## src/rtl/irq_ctrl_if.sv

```systemverilog
// Bridge-side register window bundle for irq_ctrl: word select, write strobe,
// write data and combinational read data.
interface irq_ctrl_if;
    logic [1:0]  ADD_I;
    logic        WE_I;
    logic [31:0] DAT_I;
    logic [31:0] DAT_O;

    modport master (output ADD_I, output WE_I, output DAT_I, input DAT_O);
    modport slave  (input ADD_I, input WE_I, input DAT_I, output DAT_O);
endinterface

```

## src/rtl/irq_ctrl.sv

```systemverilog
// irq_ctrl: memory-mapped interrupt controller feeding the CPU HWInt vector.
// Latches up to NSRC request lines with per-source mask and level/edge mode,
// and exposes MASK / MODE / PEND / ID through a four-word register window.
// Optional build macro: IRQ_CTRL_PRIO_EN -- when defined, HWInt carries only
// the highest-priority (lowest-index) pending unmasked source as a one-hot.
module irq_ctrl #(
    parameter int NSRC = 6
) (
    input  logic            CLK_I,
    input  logic            RST_I,
    irq_ctrl_if.slave       bus,
    input  logic [NSRC-1:0] IRQ_I,
    output logic [5:0]      HWInt
);

    logic [NSRC-1:0] mask_r;
    logic [NSRC-1:0] mode_r;
    logic [NSRC-1:0] pend_r;
    logic [NSRC-1:0] irq_q_r;
    logic [NSRC-1:0] irq_p_r;
    logic [5:0]      hwint_r;

    logic            wr_mask_s;
    logic            wr_mode_s;
    logic            wr_pend_s;
    logic [NSRC-1:0] clr_s;
    logic [NSRC-1:0] rise_s;
    logic [NSRC-1:0] pend_nxt_s;
    logic [NSRC-1:0] active_s;
    logic [NSRC-1:0] vec_s;
    logic [5:0]      vec_wide_s;
    logic [31:0]     rd_data_s;

    // Isolate the lowest set bit (bit 0 has the highest priority).
    function automatic logic [NSRC-1:0] lowest_onehot(input logic [NSRC-1:0] v);
        return v & (~v + NSRC'(1));
    endfunction

    // Index of the lowest set bit, 0 when nothing is set.
    function automatic logic [2:0] lowest_index(input logic [NSRC-1:0] v);
        logic [2:0] idx;
        idx = 3'd0;
        for (int i = NSRC - 1; i >= 0; i--) begin
            if (v[i]) begin
                idx = 3'(i);
            end else begin
                idx = idx;
            end
        end
        return idx;
    endfunction

    // Decode register writes, detect edges and compute the next pending state.
    always_comb begin
        wr_mask_s  = bus.WE_I && (bus.ADD_I == 2'd0);
        wr_mode_s  = bus.WE_I && (bus.ADD_I == 2'd1);
        wr_pend_s  = bus.WE_I && (bus.ADD_I == 2'd2);
        clr_s      = {NSRC{1'b0}};
        if (wr_pend_s) begin
            clr_s = bus.DAT_I[NSRC-1:0];
        end else begin
            clr_s = {NSRC{1'b0}};
        end
        rise_s     = irq_q_r & ~irq_p_r;
        pend_nxt_s = {NSRC{1'b0}};
        for (int i = 0; i < NSRC; i++) begin
            if (mode_r[i]) begin
                // A newly detected edge beats a same-cycle clear.
                pend_nxt_s[i] = rise_s[i] | (pend_r[i] & ~clr_s[i]);
            end else begin
                pend_nxt_s[i] = irq_q_r[i];
            end
        end
    end

    // Build the interrupt vector presented to the CPU.
    always_comb begin
        active_s = pend_r & mask_r;
`ifdef IRQ_CTRL_PRIO_EN
        vec_s = lowest_onehot(active_s);
`else
        vec_s = active_s;
`endif
        vec_wide_s = 6'd0;
        vec_wide_s[NSRC-1:0] = vec_s;
    end

    // Combinational read mux; unused upper bits read as zero.
    always_comb begin
        rd_data_s = 32'd0;
        case (bus.ADD_I)
            2'd0: rd_data_s[NSRC-1:0] = mask_r;
            2'd1: rd_data_s[NSRC-1:0] = mode_r;
            2'd2: rd_data_s[NSRC-1:0] = pend_r;
            2'd3: begin
                rd_data_s[31]  = |active_s;
                rd_data_s[2:0] = lowest_index(active_s);
            end
            default: rd_data_s = 32'd0;
        endcase
    end

    assign bus.DAT_O = rd_data_s;
    assign HWInt     = hwint_r;

    // Register file, request synchronisers, pending latch and output vector.
    always_ff @(posedge CLK_I) begin
        if (RST_I) begin
            mask_r  <= {NSRC{1'b0}};
            mode_r  <= {NSRC{1'b0}};
            pend_r  <= {NSRC{1'b0}};
            irq_q_r <= {NSRC{1'b0}};
            irq_p_r <= {NSRC{1'b0}};
            hwint_r <= 6'd0;
        end else begin
            if (wr_mask_s) begin
                mask_r <= bus.DAT_I[NSRC-1:0];
            end else begin
                mask_r <= mask_r;
            end
            if (wr_mode_s) begin
                mode_r <= bus.DAT_I[NSRC-1:0];
            end else begin
                mode_r <= mode_r;
            end
            pend_r  <= pend_nxt_s;
            irq_q_r <= IRQ_I;
            irq_p_r <= irq_q_r;
            hwint_r <= vec_wide_s;
        end
    end

endmodule

```

## src/flat_wrapper.sv

```systemverilog
// flat-port wrapper written by rule: the top's interface ports become plain ports
module irq_ctrl_flat 
#(
    parameter int NSRC = 6
)
  (CLK_I, RST_I, IRQ_I, HWInt, bus_ADD_I, bus_WE_I, bus_DAT_I, bus_DAT_O);
  irq_ctrl_if bus_i ();
  input  logic CLK_I;
  input  logic RST_I;
  input  logic [NSRC-1:0] IRQ_I;
  output logic [5:0] HWInt;
  input wire logic [$bits(bus_i.ADD_I)-1:0] bus_ADD_I;
  input wire logic [$bits(bus_i.WE_I)-1:0] bus_WE_I;
  input wire logic [$bits(bus_i.DAT_I)-1:0] bus_DAT_I;
  output wire logic [$bits(bus_i.DAT_O)-1:0] bus_DAT_O;
  assign bus_i.ADD_I = bus_ADD_I;
  assign bus_i.WE_I = bus_WE_I;
  assign bus_i.DAT_I = bus_DAT_I;
  assign bus_DAT_O = bus_i.DAT_O;
  irq_ctrl #(.NSRC(NSRC)) u_core (.CLK_I(CLK_I), .RST_I(RST_I), .bus(bus_i), .IRQ_I(IRQ_I), .HWInt(HWInt));
endmodule
```

## config.mk

```make
export PLATFORM = sky130hd
export DESIGN_NAME = irq_ctrl_flat
export DESIGN_NICKNAME = d
export VERILOG_FILES = /design/src/rtl/irq_ctrl_if.sv /design/src/rtl/irq_ctrl.sv /design/src/flat_wrapper.sv
export SDC_FILE = /design/constraint.sdc
export NUM_CORES = 1
export LEC_CHECK = 0
export CAP_MARGIN = 20
export CORE_MARGIN = 2
export CORE_UTILIZATION = 40
export DETAILED_ROUTE_END_ITERATION = 8
export GPL_TIMING_DRIVEN = 1
export PLACE_DENSITY_LB_ADDON = 0.12
export SLEW_MARGIN = 30
export SYNTH_ARGS = -nofsm -noshare
export SYNTH_HDL_FRONTEND = slang
export SYNTH_SLANG_ARGS = --single-unit
```

## constraint.sdc

```tcl
create_clock -name CLK_I -period 1.6 [get_ports CLK_I]
set_input_delay 0.4 -clock CLK_I [delete_from_list [all_inputs] [get_ports CLK_I]]
set_output_delay 0.4 -clock CLK_I [all_outputs]
set_load 0.02 [all_outputs]
```

## After elaboration in Yosys (flattened, before gate mapping)

Index checks and enable logic that the tools add are counted.

- Bitwise gates (word level): 21
- Equality and inequality tests: 3
- Muxes and demuxes: 16
- Reduce and logical (&&, ||, !) cells: 5

Operators with widths:

| operator | count |
|---|---|
| $mux W3 | 6 |
| $and A6 B6 Y6 | 2 |
| $pmux W3 S4 | 1 |
| $pmux W3 S3 | 1 |
| $mux W1 | 7 |
| $and A1 B1 Y1 | 6 |
| $mux W6 | 1 |
| $not A1 Y1 | 6 |
| $not A6 Y6 | 1 |
| $or A1 B1 Y1 | 6 |
| $reduce_or A6 Y1 | 1 |
| $eq A2 B2 Y1 const B | 2 |
| $logic_and A1 B1 Y1 | 3 |
| $eq A2 B1 Y1 const B | 1 |
| $logic_not A2 Y1 | 1 |

- Input bits: 43
- Output and inout bits: 38
- Word-level logic and storage cells: 51
- Register bits after elaboration: 36

## Longest topological paths before layout

- Depth in word-level cells: 8
- Depth in mapped cells: 6
- Depth with buffers taken out: 4

## Least setup slack after synthesis

OpenSTA, ideal clock, no wires.

- Kind: input port to output port
- Start: input bus_ADD_I[1]
- End: output bus_DAT_O[2]
- Stages: 5
- Data required time: 1.200 ns
- Arrival: 1.259 ns
- Path slack: -0.059 ns
- Path through: buf_4 buf_4 nand3_2 nor3_1 o32a_1

- Word-level cells in the longest chain between the ends: 2
- Elaborated cells between the ends (all ways): 5

Ends and longest elaborated chain:

| element | RTL line | RTL |
|---|---|---|
| start: declaration | flat_wrapper.sv:12 | `input wire logic [$bits(bus_i.ADD_I)-1:0] bus_ADD_I;` |
| $eq A2 B2 Y1, or another cell as far along | irq_ctrl.sv:91 | `case (bus.ADD_I)` |
| $pmux W3 S4 (*) | irq_ctrl.sv:91 |  |
| end: declaration | flat_wrapper.sv:15 | `output wire logic [$bits(bus_i.DAT_O)-1:0] bus_DAT_O;` |

Every way passes the cells marked *; elsewhere a longest branch is shown, timed or not.

## Worst setup path in the final report

- Start: register u_core.mask_r[3]
- End: output bus_DAT_O[1]

- Word-level cells in the longest chain between the ends: 6

Ends and longest elaborated chain:

| element | RTL line | RTL |
|---|---|---|
| start: declaration | irq_ctrl.sv:16 | `logic [NSRC-1:0] mask_r;` |
| start signal: assignment | irq_ctrl.sv:109 | `mask_r <= {NSRC{1'b0}};` |
| start signal: assignment | irq_ctrl.sv:117 | `mask_r <= bus.DAT_I[NSRC-1:0];` |
| start signal: assignment | irq_ctrl.sv:119 | `mask_r <= mask_r;` |
| $and A6 B6 Y6 | irq_ctrl.sv:78 | `active_s = pend_r & mask_r;` |
| $mux W3 (4 in series) | irq_ctrl.sv:44 | `if (v[i]) begin` |
| $pmux W3 S4 | irq_ctrl.sv:91 |  |

Every way passes these cells.

==> insert_results.sql <==
INSERT INTO impl_metrics (metric_group, metric, value, unit) VALUES
('floorplan', 'initial_utilization', '41.27', '%'),
('timing', 'max_clock_freq', '0.5735', 'GHz'),
('timing', 'timing.final.ws_setup', '-0.1437', 'ns'),
('layout', 'final_cell_mix', 'buf_4 (37), dfxtp_1 (29), nand2_1 (28)', ''),
('clock_network', 'clk_root_buffer_cell', 'clkbuf_8', ''),
('grt', 'globalRouteTotalUtil', '16.67', '%'),
('critical_path', 'launching_instance_or_port_of_the_critical_path', 'u_core.mask_r[3]$_SDFFE_PP0P_', ''),
('drt', 'number_of_detailed_route_iterations_in_the_first_pass', '4', ''),
('worst_hold_path', 'timing.hold.worst.start', 'u_core.irq_q_r[0]$_SDFF_PP0_', ''),
('drt', 'post_drt_via_cell_ratio', '4.651', ''),
('layout', 'drive_gt1_share', '30.28', '%'),
('worst_hold_path', 'whs_endpoint', 'u_core.irq_p_r[0]$_SDFF_PP0_', ''),
('pwr', 'vdd.ir_drop.worst', '0.5729', 'mV'),
('timing', 'layout_worst_path_cycle_share', '109.0', '%'),
('grt', 'grt_pass1_wl', '5740', 'um'),
('floorplan', 'die_h', '68.02', 'um'),
('critical_path', 'worst-r2r-cell-count', '4', ''),
('clock_network', 'cts_hold_buffers', '0', ''),
('status', 'run_status', 'complete, but fails checks', ''),
('drt', 'drt_wl_total', '3616', 'um'),
('layout', 'finish.utilization', '58.98', '%'),
('clock_network', 'clock_sink_count', '36', ''),
('logic_synthesis', 'synthesis.instances', '186', ''),
('timing', 'finalHoldViolCount', '0', ''),
('floorplan', 'rows', '23', ''),
('layout', 'finalNonFillerCells', '301', ''),
('clock_network', 'cts-htree-levels', '2', ''),
('floorplan', 'die_w', '68.02', 'um'),
('drt', 'residual_drc_count', '0', ''),
('layout', 'final_design_area_no_fill', '2342', 'sq um'),
('critical_path', 'master_of_the_slowest_instance_on_the_critical_path', 'dfxtp_2', ''),
('worst_hold_path', 'worst_hold_path.num_cells', '1', ''),
('placed_design', 'place_inst', '289', ''),
('clock_network', 'clock_tree_from_tritoncts', 'built', ''),
('critical_path', 'cp_data_arrival_time', '1.34', 'ns'),
('logic_synthesis', 'synthDominantAreaCellType', 'dfxtp_1', ''),
('logic_synthesis', 'synthDistinctLibCells', '26', ''),
('drt', 'wl_per_cell', '12.01', 'um'),
('floorplan', 'die-area', '4626', 'sq um'),
('drt', 'detail-route-antenna-nets', '0', ''),
('layout', 'seqCellArea', '729.5', 'sq um'),
('worst_hold_path', 'holdCritPathClass', 'reg2reg', ''),
('floorplan', 'placeableCoreArea', '3971', 'sq um'),
('clock_network', 'worst_skew_pair.late_latency', '0.29', 'ns'),
('layout', 'multi_input_comb_area', '819.5', 'sq um'),
('critical_path', 'critPathTopFamily', 'flip-flops', ''),
('pwr', 'cellLeakagePower', '1.103', 'nW'),
('status', 'violations_in_the_final_reports', 'setup timing', ''),
('logic_synthesis', 'netlist_top_cells_area', 'dfxtp_1 (44%), buf_4 (13%), nand2_1 (7.1%)', ''),
('timing', 'final.setup.tns', '-0.4544', 'ns'),
('timing', 'slew_violations', '0', ''),
('logic_synthesis', 'synth.cell_area', '1639', 'sq um'),
('layout', 'num-nets-final', '293', ''),
('timing', 'min_period', '1.744', 'ns'),
('layout', 'areaGrowthSynthToFinish', '42.90', '%'),
('critical_path', 'reg2reg_slack', '0.68', 'ns'),
('clock_network', 'tritoncts.num_buffers', '5', ''),
('critical_path', 'worst_setup_path_start_kind', 'flop', ''),
('placed_design', 'count_of_buffers_inserted_at_the_top_level_ports', '29', ''),
('pwr', 'power-per-cell-area', '906.8', 'nW/um^2'),
('grt', 'gr-total-overflow', '0', ''),
('placed_design', 'gp_congestion', '0.8172', ''),
('timing', 'setup_violations', '4', ''),
('placed_design', 'place.detailed.hpwl', '2624', 'um'),
('placed_design', 'standard_cell_area_after_detailed_placement', '2117', 'sq um'),
('critical_path', 'critical_path.reg2reg.endpoint', 'u_core.pend_r[2]$_SDFF_PP0_', ''),
('critical_path', 'cells_traversed_along_the_worst_timing_path', 'a22oi_2 -> buf_4 -> nor3b_2 -> o32a_1 -> buf_6', ''),
('critical_path', 'setup.worst_path.class', 'reg2out', ''),
('drt', 'routed-via-count', '1400', ''),
('critical_path', 'critical_path.n_buffers_inverters', '2', ''),
('critical_path', 'crit_path_end_kind', 'output port', '');
==> flip-flops by register name, indices dropped and copies added (netlist names) <==
name,count
u_core.mask_r,6
u_core.pend_r,6
u_core.irq_p_r,6
u_core.irq_q_r,6
u_core.HWInt,6
u_core.mode_r,6
==> cells by family after synthesis <==
group,Yosys count,share of synthesized area (%)
AOI/OAI and AO/OA,31,13.44
buffers and inverters,35,14.89
DFF,36,43.97
muxes,9,5.496
other,1,0.2288
and+or+nand+nor,74,21.99
==> synth_stat cells <==
| cell type | instances |
|---|---|
| a211oi_1 | 6 |
| a21o_1 | 6 |
| a21oi_1 | 8 |
| a221oi_2 | 1 |
| a22o_1 | 1 |
| a22oi_1 | 1 |
| a41oi_1 | 1 |
| and2_1 | 1 |
| buf_2 | 3 |
| buf_4 | 29 |
| clkbuf_1 | 2 |
| conb_1 | 1 |
| dfxtp_1 | 36 |
| inv_1 | 1 |
| mux2i_1 | 9 |
| nand2_1 | 31 |
| nand2b_1 | 3 |
| nand3_1 | 7 |
| nand3_2 | 1 |
| nor2_1 | 13 |
| nor2b_1 | 15 |
| nor3_1 | 1 |
| nor3b_1 | 1 |
| nor3b_4 | 1 |
| o21ai_1 | 4 |
| o32a_1 | 3 |
==> worst reg2reg max path, delay by kind of cell, from the launching register on <==
| family | cells | cell delay, ns |
|---|---|---|
| buffers and inverters | 1 | 0.14 |
| AND/OR/NAND/NOR | 1 | 0.06 |
| AO/OA/AOI/OAI | 2 | 0.33 |
| flip-flops | 1 | 0.34 |
==> report_power, final <==
part / switching (mW) / leakage [nW] / total, mW / internal, mW
logic: 0.164 / 0.741 / 0.302 / 0.138
registers: 0.0147 / 0.297 / 0.943 / 0.928
clock network: 0.329 / 0.0645 / 0.879 / 0.550
total: 0.508 / 1.10 / 2.12 / 1.62
==> layer usage <==
metal / GRT usage (%) / part of all wire (%) / vias to the layer above
li1: - / - / 702
met5: 0 / 0 / -
met1: 21.20 / 45 / 634
met4: 6.750 / 1.4 / 0
met3: 3.947 / 6.5 / 6
met2: 27.06 / 47 / 58
==> metrics by stage <==
step | hold WS [ns] | setup slack, ns
floorplan | 0.4479 | 0.03024
global placement | 0.4502 | -0.9234
detailed placement | 0.4574 | -0.9228
CTS | 0.4687 | -0.1415
global route | 0.4877 | -0.2089
finish | 0.4655 | -0.1437
==> timing repair <==
action	in CTS	in global routing
gates resized for setup	64	16
buffers inserted	3	0
setup endpoints to repair	24	14
hold endpoints to repair	0	0
cloned	1	0
pin swaps	3	5
==> cell type report <==
| type | count | share of cell area (%) |
|---|---|---|
| Clock inverter | 1 | 1.282 |
| Inverter | 1 | 0.1603 |
| Tap cell | 50 | 2.671 |
| Multi-Input combinational cell | 139 | 34.99 |
| Clock buffer | 7 | 4.113 |
| Timing Repair Buffer | 67 | 25.64 |
| Sequential cell | 36 | 31.14 |
==> worst max path at each step <==
stage | endpoint | depth (start not counted)
floorplan | bus_DAT_O[0] | 5
CTS | bus_DAT_O[2] | 5
finish | bus_DAT_O[1] | 5
global route | bus_DAT_O[2] | 5
detailed placement | bus_DAT_O[0] | 5
global placement | bus_DAT_O[3] | 6
Power figures use the tool's default switching activity.
